[src/rtl/wb_initiator_pkg.sv]
// Shared types and constants for the Wishbone initiator.
// State encoding, user BRAM window base and ack-timer width.
package wb_initiator_pkg;

    typedef enum logic [1:0] {
        IDLE = 2'd0,
        BUS  = 2'd1,
        RESP = 2'd2
    } state_t;

    localparam logic [31:0] USER_BRAM_BASE = 32'h3800_0000;
    localparam int unsigned TIMER_W        = 8;

    // Counter value seen on the last permitted bus cycle (cycle 1 reads 0).
    function automatic logic [TIMER_W-1:0] timer_limit(input int unsigned timeout);
        return TIMER_W'(timeout - 1);
    endfunction

endpackage

[src/rtl/wb_initiator_if.sv]
// Command, response and Wishbone bus signals of wb_initiator.
// master: the initiator side; slave: the command source / responder side.
interface wb_initiator_if #(
    parameter int unsigned ADDR_W = 32,
    parameter int unsigned DATA_W = 32
);
    localparam int unsigned SEL_W = DATA_W / 8;

    logic              cmd_valid;
    logic              cmd_ready;
    logic              cmd_we;
    logic [ADDR_W-1:0] cmd_adr;
    logic [SEL_W-1:0]  cmd_sel;
    logic [DATA_W-1:0] cmd_dat;

    logic              rsp_valid;
    logic              rsp_ready;
    logic [DATA_W-1:0] rsp_dat;
    logic              rsp_err;

    logic              wbm_cyc_o;
    logic              wbm_stb_o;
    logic              wbm_we_o;
    logic [SEL_W-1:0]  wbm_sel_o;
    logic [ADDR_W-1:0] wbm_adr_o;
    logic [DATA_W-1:0] wbm_dat_o;
    logic [DATA_W-1:0] wbm_dat_i;
    logic              wbm_ack_i;

    modport master (
        input  cmd_valid, cmd_we, cmd_adr, cmd_sel, cmd_dat,
        input  rsp_ready, wbm_dat_i, wbm_ack_i,
        output cmd_ready, rsp_valid, rsp_dat, rsp_err,
        output wbm_cyc_o, wbm_stb_o, wbm_we_o, wbm_sel_o, wbm_adr_o, wbm_dat_o
    );

    modport slave (
        output cmd_valid, cmd_we, cmd_adr, cmd_sel, cmd_dat,
        output rsp_ready, wbm_dat_i, wbm_ack_i,
        input  cmd_ready, rsp_valid, rsp_dat, rsp_err,
        input  wbm_cyc_o, wbm_stb_o, wbm_we_o, wbm_sel_o, wbm_adr_o, wbm_dat_o
    );

endinterface

[src/rtl/wb_ack_timer.sv]
// Bus-cycle counter for the ack timeout: cleared on command accept, counts while in BUS.
// o_expire marks bus cycle number TIMEOUT.
module wb_ack_timer
    import wb_initiator_pkg::*;
#(
    parameter int unsigned TIMEOUT = 15
) (
    input  logic i_clk,
    input  logic i_rst_n,
    input  logic i_clear,
    input  logic i_enable,
    output logic o_expire
);
    logic [TIMER_W-1:0] r_cnt;

    always_ff @(posedge i_clk) begin
        if (!i_rst_n || i_clear) begin
            r_cnt <= '0;
        end else if (i_enable) begin
            r_cnt <= r_cnt + 1'b1;
        end
    end

    assign o_expire = i_enable && (r_cnt == timer_limit(TIMEOUT));

endmodule

[src/rtl/wb_initiator.sv]
// Single-outstanding Wishbone classic initiator: one bus cycle per accepted command.
// Define WB_INIT_TIMEOUT_EN to abort cycles not acked within TIMEOUT bus cycles.
module wb_initiator
    import wb_initiator_pkg::*;
#(
    parameter int unsigned ADDR_W  = 32,
    parameter int unsigned DATA_W  = 32,
    parameter int unsigned TIMEOUT = 15
) (
    input logic            wb_clk_i,
    input logic            wb_rst_i,
    wb_initiator_if.master bus
);
    localparam int unsigned SEL_W = DATA_W / 8;

    state_t            r_state;
    state_t            w_next;
    logic              r_we;
    logic [ADDR_W-1:0] r_adr;
    logic [SEL_W-1:0]  r_sel;
    logic [DATA_W-1:0] r_dat;
    logic [DATA_W-1:0] r_rsp_dat;
    logic              w_rsp_err;
    logic              w_accept;
    logic              w_ack;
    logic              w_expire;

    assign w_accept = (r_state == IDLE) && bus.cmd_valid;
    assign w_ack    = (r_state == BUS)  && bus.wbm_ack_i;

`ifdef WB_INIT_TIMEOUT_EN
    logic r_rsp_err;

    wb_ack_timer #(
        .TIMEOUT (TIMEOUT)
    ) u_ack_timer (
        .i_clk    (wb_clk_i),
        .i_rst_n  (wb_rst_i),
        .i_clear  (w_accept),
        .i_enable (r_state == BUS),
        .o_expire (w_expire)
    );

    // An ack on the expiring cycle wins over the abort.
    always_ff @(posedge wb_clk_i) begin
        if (!wb_rst_i) begin
            r_rsp_err <= 1'b0;
        end else if (w_ack) begin
            r_rsp_err <= 1'b0;
        end else if (w_expire) begin
            r_rsp_err <= 1'b1;
        end
    end

    assign w_rsp_err = r_rsp_err;
`else
    assign w_expire  = 1'b0;
    assign w_rsp_err = 1'b0;
`endif

    always_ff @(posedge wb_clk_i) begin
        if (!wb_rst_i) begin
            r_state <= IDLE;
        end else begin
            r_state <= w_next;
        end
    end

    always_comb begin
        w_next = r_state;
        case (r_state)
            IDLE:    if (bus.cmd_valid)           w_next = BUS;
            BUS:     if (w_ack || w_expire)       w_next = RESP;
            RESP:    if (bus.rsp_ready)           w_next = IDLE;
            default:                              w_next = IDLE;
        endcase
    end

    always_ff @(posedge wb_clk_i) begin
        if (!wb_rst_i) begin
            r_we      <= 1'b0;
            r_adr     <= '0;
            r_sel     <= '0;
            r_dat     <= '0;
            r_rsp_dat <= '0;
        end else begin
            if (w_accept) begin
                r_we  <= bus.cmd_we;
                r_adr <= bus.cmd_adr;
                r_sel <= bus.cmd_sel;
                r_dat <= bus.cmd_dat;
            end
            if (w_ack) begin
                r_rsp_dat <= r_we ? '0 : bus.wbm_dat_i;
            end else if (w_expire) begin
                r_rsp_dat <= '0;
            end
        end
    end

    always_comb begin
        bus.cmd_ready = 1'b0;
        bus.rsp_valid = 1'b0;
        bus.rsp_dat   = '0;
        bus.rsp_err   = 1'b0;
        bus.wbm_cyc_o = 1'b0;
        bus.wbm_stb_o = 1'b0;
        bus.wbm_we_o  = 1'b0;
        bus.wbm_sel_o = '0;
        bus.wbm_adr_o = '0;
        bus.wbm_dat_o = '0;
        case (r_state)
            IDLE: bus.cmd_ready = 1'b1;
            BUS: begin
                bus.wbm_cyc_o = 1'b1;
                bus.wbm_stb_o = 1'b1;
                bus.wbm_we_o  = r_we;
                bus.wbm_sel_o = r_sel;
                bus.wbm_adr_o = r_adr;
                bus.wbm_dat_o = r_dat;
            end
            RESP: begin
                bus.rsp_valid = 1'b1;
                bus.rsp_dat   = r_rsp_dat;
                bus.rsp_err   = w_rsp_err;
            end
            default: ;
        endcase
    end

endmodule

[src/flat_wrapper.sv]
// flat-port wrapper written by rule: the top's interface ports become plain ports
module wb_initiator_flat import wb_initiator_pkg::*;
#(
    parameter int unsigned ADDR_W  = 32,
    parameter int unsigned DATA_W  = 32,
    parameter int unsigned TIMEOUT = 15
)
  (wb_clk_i, wb_rst_i, bus_cmd_valid, bus_cmd_we, bus_cmd_adr, bus_cmd_sel, bus_cmd_dat, bus_rsp_ready, bus_wbm_dat_i, bus_wbm_ack_i, bus_cmd_ready, bus_rsp_valid, bus_rsp_dat, bus_rsp_err, bus_wbm_cyc_o, bus_wbm_stb_o, bus_wbm_we_o, bus_wbm_sel_o, bus_wbm_adr_o, bus_wbm_dat_o);
  wb_initiator_if #(.ADDR_W(ADDR_W), .DATA_W(DATA_W)) bus_i ();
  input logic wb_clk_i;
  input logic wb_rst_i;
  input wire logic [$bits(bus_i.cmd_valid)-1:0] bus_cmd_valid;
  input wire logic [$bits(bus_i.cmd_we)-1:0] bus_cmd_we;
  input wire logic [$bits(bus_i.cmd_adr)-1:0] bus_cmd_adr;
  input wire logic [$bits(bus_i.cmd_sel)-1:0] bus_cmd_sel;
  input wire logic [$bits(bus_i.cmd_dat)-1:0] bus_cmd_dat;
  input wire logic [$bits(bus_i.rsp_ready)-1:0] bus_rsp_ready;
  input wire logic [$bits(bus_i.wbm_dat_i)-1:0] bus_wbm_dat_i;
  input wire logic [$bits(bus_i.wbm_ack_i)-1:0] bus_wbm_ack_i;
  output wire logic [$bits(bus_i.cmd_ready)-1:0] bus_cmd_ready;
  output wire logic [$bits(bus_i.rsp_valid)-1:0] bus_rsp_valid;
  output wire logic [$bits(bus_i.rsp_dat)-1:0] bus_rsp_dat;
  output wire logic [$bits(bus_i.rsp_err)-1:0] bus_rsp_err;
  output wire logic [$bits(bus_i.wbm_cyc_o)-1:0] bus_wbm_cyc_o;
  output wire logic [$bits(bus_i.wbm_stb_o)-1:0] bus_wbm_stb_o;
  output wire logic [$bits(bus_i.wbm_we_o)-1:0] bus_wbm_we_o;
  output wire logic [$bits(bus_i.wbm_sel_o)-1:0] bus_wbm_sel_o;
  output wire logic [$bits(bus_i.wbm_adr_o)-1:0] bus_wbm_adr_o;
  output wire logic [$bits(bus_i.wbm_dat_o)-1:0] bus_wbm_dat_o;
  assign bus_i.cmd_valid = bus_cmd_valid;
  assign bus_i.cmd_we = bus_cmd_we;
  assign bus_i.cmd_adr = bus_cmd_adr;
  assign bus_i.cmd_sel = bus_cmd_sel;
  assign bus_i.cmd_dat = bus_cmd_dat;
  assign bus_i.rsp_ready = bus_rsp_ready;
  assign bus_i.wbm_dat_i = bus_wbm_dat_i;
  assign bus_i.wbm_ack_i = bus_wbm_ack_i;
  assign bus_cmd_ready = bus_i.cmd_ready;
  assign bus_rsp_valid = bus_i.rsp_valid;
  assign bus_rsp_dat = bus_i.rsp_dat;
  assign bus_rsp_err = bus_i.rsp_err;
  assign bus_wbm_cyc_o = bus_i.wbm_cyc_o;
  assign bus_wbm_stb_o = bus_i.wbm_stb_o;
  assign bus_wbm_we_o = bus_i.wbm_we_o;
  assign bus_wbm_sel_o = bus_i.wbm_sel_o;
  assign bus_wbm_adr_o = bus_i.wbm_adr_o;
  assign bus_wbm_dat_o = bus_i.wbm_dat_o;
  wb_initiator #(.ADDR_W(ADDR_W), .DATA_W(DATA_W), .TIMEOUT(TIMEOUT)) u_core (.wb_clk_i(wb_clk_i), .wb_rst_i(wb_rst_i), .bus(bus_i));
endmodule
[config.mk]
export PLATFORM = sky130hd
export DESIGN_NAME = wb_initiator_flat
export DESIGN_NICKNAME = d
export VERILOG_FILES = /design/src/rtl/wb_initiator_pkg.sv /design/src/rtl/wb_initiator_if.sv /design/src/rtl/wb_ack_timer.sv /design/src/rtl/wb_initiator.sv /design/src/flat_wrapper.sv
export SDC_FILE = /design/constraint.sdc
export NUM_CORES = 1
export LEC_CHECK = 0
export ABC_AREA = 1
export CORE_AREA = 2 2 126 115
export CTS_CLUSTER_SIZE = 10
export DETAILED_ROUTE_END_ITERATION = 7
export DIE_AREA = 0 0 128 117
export PLACE_DENSITY = 0.73
export SYNTH_ARGS = -nofsm -noshare
export SYNTH_HDL_FRONTEND = slang
export SYNTH_HIERARCHICAL = 1
export SYNTH_SLANG_ARGS = --single-unit
[constraint.sdc]
create_clock -name wb_clk_i -period 1 [get_ports wb_clk_i]
set_input_delay 0.1 -clock wb_clk_i [delete_from_list [all_inputs] [get_ports wb_clk_i]]
set_output_delay 0.1 -clock wb_clk_i [all_outputs]
set_load 0.02 [all_outputs]
; Word level (Yosys, flattened, before mapping)
; Cells that the tools add are included.
; Widths: inputs -> output; s select.
[op_classes]
muxes = 13
n_eq_ne = 5
reduce_logical = 4
[ops]
columns = operator, n
row1 = $mux 32, 4
row2 = $mux 2, 3
row3 = $pmux 2 s3, 1
row4 = $mux 1, 4
row5 = $mux 4, 1
row6 = $ne 2x2->1 const B, 2
row7 = $reduce_and 3->1, 1
row8 = $eq 2x1->1 const B, 1
row9 = $eq 2x2->1 const B, 1
row10 = $logic_and 1x1->1, 2
row11 = $logic_not 2->1, 1
row12 = $ne 2x1->1 const B, 1
[word_totals]
out_inout_bits = 106
inputBits = 106
register_bits = 103
wordCells = 28

; Longest topological paths before layout
[logic_depth]
depth_word = 4
ltp_mapped = 7
mapped_depth_nobuf = 5

; Least setup slack after synthesis
; No wires, ideal clock.
[synth_path]
path_kind = reg2out
from = reg u_core.r_state[1]
to = out bus_rsp_dat[0]
path_stages_with_launch = 6
arrival_ns = 1.467
slack_ns = -0.567
required_time_ns = 0.900
n_path_buf = 1
path_cell_list = dfxtp_1 > inv_1 > nor2_1 > inv_1 > buf_2 > nor2_1
[synth_via]
elab_chain_cells = 2
[synth_rtl]
columns = item, line
row1 = from (decl), wb_initiator.sv:16  ; state_t r_state;
row2 = from (signal assigned), wb_initiator.sv:65  ; r_state <= w_next;
row3 = $eq 2x2->1, wb_initiator.sv:112  ; case (r_state)
row4 = $mux 32, wb_initiator.sv:112
row5 = to (decl), flat_wrapper.sv:22  ; output wire logic [$bits(bus_i.rsp_dat)-1:0] bus_rsp_dat;
; Every way passes these cells.

; Final worst setup path
[layout_path]
from = reg u_core.r_state[1]
to = out bus_rsp_dat[12]
; Same word-level chain as after synthesis.

==> reports/metrics.csv <==
stage,metric,value,unit
run_status,status,"finished, violations left",
run_status,violations,negative setup slack,
place,dp.final_hpwl,11.3,mm
power,peakVddDrop,0.000906,V
synth,synth_most_common_cell,nor2_1,
die,num_rows,41,
routing,detail-route-antenna-nets,0,
synth,yosys-top-cells-count,"nor2_1, inv_1, nand2_1, dfxtp_1, nand3_1",
clocking,clock_tree.root_cell,clkbuf_16,
synth,synth_top_area_cell,dfxtp_1,
setup_path,crit_type,reg -> out,
die,io_pins,212,
place,gp_congestion,0.804,
setup_path,crit_fanout,7,
die,die-area,0.0150,mm2
setup_path,crit_chain,inv_4 -> nor2_4 -> inv_6 -> buf_12 -> nor2_4 -> buf_6,
setup_path,crit_family,buffers and inverters,
synth,syn_area_per_cell,5.84,um2
routing,viasPerCell,4.55,
layout,instances_no_fill,1325,
routing,wl,18.9,mm
routing,drt_iter0_drc,364,
synth,synthesis.nets,1003,
setup_path,cp.arrival,1.42,ns
synth,synth_cell_types,14,
global_routing,grt_pass1_wl,29.3,mm
synth,synth_area,0.00524,mm2
sta,rsz0062_at_grt,true,
place,io_buffer_count,210,
sta,hold_viol,0,
routing,first_pass_iters,5,
flow_run,maxCapViolations,0,
synth,synth_edf_count,0,
sta,min_period,1.52,ns
power,p_leak,0.00462,uW
setup_path,worstSetupStartpointType,flip-flop,
place,dp_cells,1262,
global_routing,antenna_found_initial,0,
synth,ys_ff_latch,103,
die,start_util,38.1,%
clocking,cts_made_buffers,9,
layout,drive_above_1_share,28.8,%
routing,route.detailed.wl_per_inst,14.3,um
clocking,clockBufferDepth,2,
clocking,cts_tree,yes,
sta,finalWorstSetupSlack,-0.517,ns
routing,remaining_drc_errors,0,
synth,synth_ff_type,dfxtp_1,
setup_path,ff2ff_setup_slack,-0.50,ns
synth,synthCells,897,
layout,antenna_cells,0,
setup_path,cp-end-kind,output pin,
synth,synth_top_area_share,39.4,%
clocking,clk_pin_slew,0.07,ns
clocking,h-tree-depth,3,
clocking,clock_latency,0.35,ns
power,total_power,11800,uW
global_routing,grtUsageTotal,25.0,%
synth,async_flop_share,0,%
setup_path,worstPathRequired,0.90,ns
worst_hold_path,hold_class,in -> reg,
power,p_per_area,1190,mW/mm2
synth,ys_warn_count,6,
layout,finalNetCount,1255,
global_routing,first_global_vias,5720,
sta,fin_crit_sh,152,%
setup_path,cpMostUsedCell,nor2_4,
synth,seq_area_frac_synth,39.4,%
clocking,cts_hold_buf,0,
synth,synthTopCellsByArea,"dfxtp_1, nor2_1, inv_1",
layout,area_growth,89.2,%
die,fp.dieH,117,um
setup_path,critical_path_buf_inv_count,4,
setup_path,cpPeakStageDelay,0.39,ns
die,die_width,128,um
setup_path,cp_slowest_cell,dfxtp_4,
global_routing,overflow,0,
sta,slew_violations,0,
routing,num_vias,6031,
sta,clock.fmax,659,MHz
clocking,cts.sinks,103,
sta,setup_viol,208,
global_routing,grt_start_max_net_pins,38,
die,core_area,0.0137,mm2
sta,clock_skew,0.00873,ns
## what timing repair did
item	CTS	global route
setup endpoints to repair	208	208
pin swaps	8	7
setup buffers	24	9
cloned	20	2
resized for setup	672	28
## through the flow
stage / setup WS, ns / setup TNS [ns] / utilization, % / hold slack (ns) / cell area, um2
2_1_floorplan: -0.192 / -17.94 / - / 0.256 / 6040
3_3_place_gp: -0.637 / -91.62 / 61.9 / 0.449 / 8510
3_5_place_dp: -0.627 / -93.40 / 61.9 / 0.457 / 8510
4_1_cts: -0.529 / -88.28 / 71.2 / 0.0973 / 9790
5_1_grt: -0.581 / -104.01 / 72.1 / 0.115 / 9910
6_report: -0.517 / -90.60 / 72.1 / 0.107 / 9910
## report_power, final
| part | internal, uW | switching [uW] | total, uW |
|---|---|---|---|
| clock | 1670 | 1510 | 3180 |
| sequential | 4440 | 163 | 4600 |
| combinational | 2000 | 1970 | 3970 |
## routing by layer
metal  track usage (%)  wire length, um  part of all wire, %
met5                 0                0                    0
met4              8.79              420                  2.2
met3              6.27             1470                  7.8
met2              41.6             8800                   47
met1              31.8             8190                   43
## cell families (layout without fill, tap and decap cells)
group / Yosys count / after routing / synth area share (%)
AND/OR/NAND/NOR: 544 / 544 / 41.7
buffers and inverters: 247 / 503 / 18.6
flip-flops: 103 / 103 / 39.4
AO/OA/AOI/OAI: 2 / 2 / 0.191
other: 1 / 1 / 0.0716
## cell usage in the layout (no fill, tap or decap)
cell type / n
nand2_2: 3
nand3_2: 5
dfxtp_4: 2
dfxtp_1: 101
inv_1: 184
nor2_1: 166
nand3_1: 95
nor2_4: 95
buf_6: 97
clkbuf_16: 11
conb_1: 1
buf_8: 6
clkbuf_1: 4
inv_2: 1
nand2_1: 165
inv_8: 1
inv_6: 1
buf_12: 26
buf_2: 2
a21oi_1: 2
buf_16: 17
nor2_2: 13
nand3_4: 2
inv_4: 1
clkinv_4: 1
clkdlybuf4s50_1: 103
buf_4: 44
clkinv_2: 2
bufbuf_16: 2
## path summary, 6_finish.rpt
kind                             startpoint                       endpoint  depth (start not counted)
max          u_core/r_state[1]$_SDFFE_PN0P_                bus_rsp_dat[12]                          6
min                                wb_rst_i   u_core/r_adr[0]$_SDFFE_PN0P_                          3
max reg2reg  u_core/r_state[0]$_SDFFE_PN0P_   u_core/r_dat[1]$_SDFFE_PN0P_                         10
min reg2reg   u_core/r_dat[22]$_SDFFE_PN0P_  u_core/r_dat[22]$_SDFFE_PN0P_                          2
## final cells by class
cell class,count,area (um2)
clock buffer,13,240
clock inverter,2,10.0
fill,1081,3840
inverter,189,729
multi-input combinational,547,2990
sequential,103,2070
tap,172,215
timing repair buffer,299,3660
## worst min-delay path, delay by kind of cell
kind                   cells  cell delay, ns
buffers and inverters      1            0.18
AND/OR/NAND/NOR            2            0.13
## state kept, by name, summed over array words and instances (netlist names)
register and count:
u_core/r_adr 32, u_core/r_state 2, u_core/r_rsp_dat 32, u_core/r_we 1, u_core/r_sel 4, u_core/r_dat 32
Note: power is estimated with default switching activity, not from simulation.
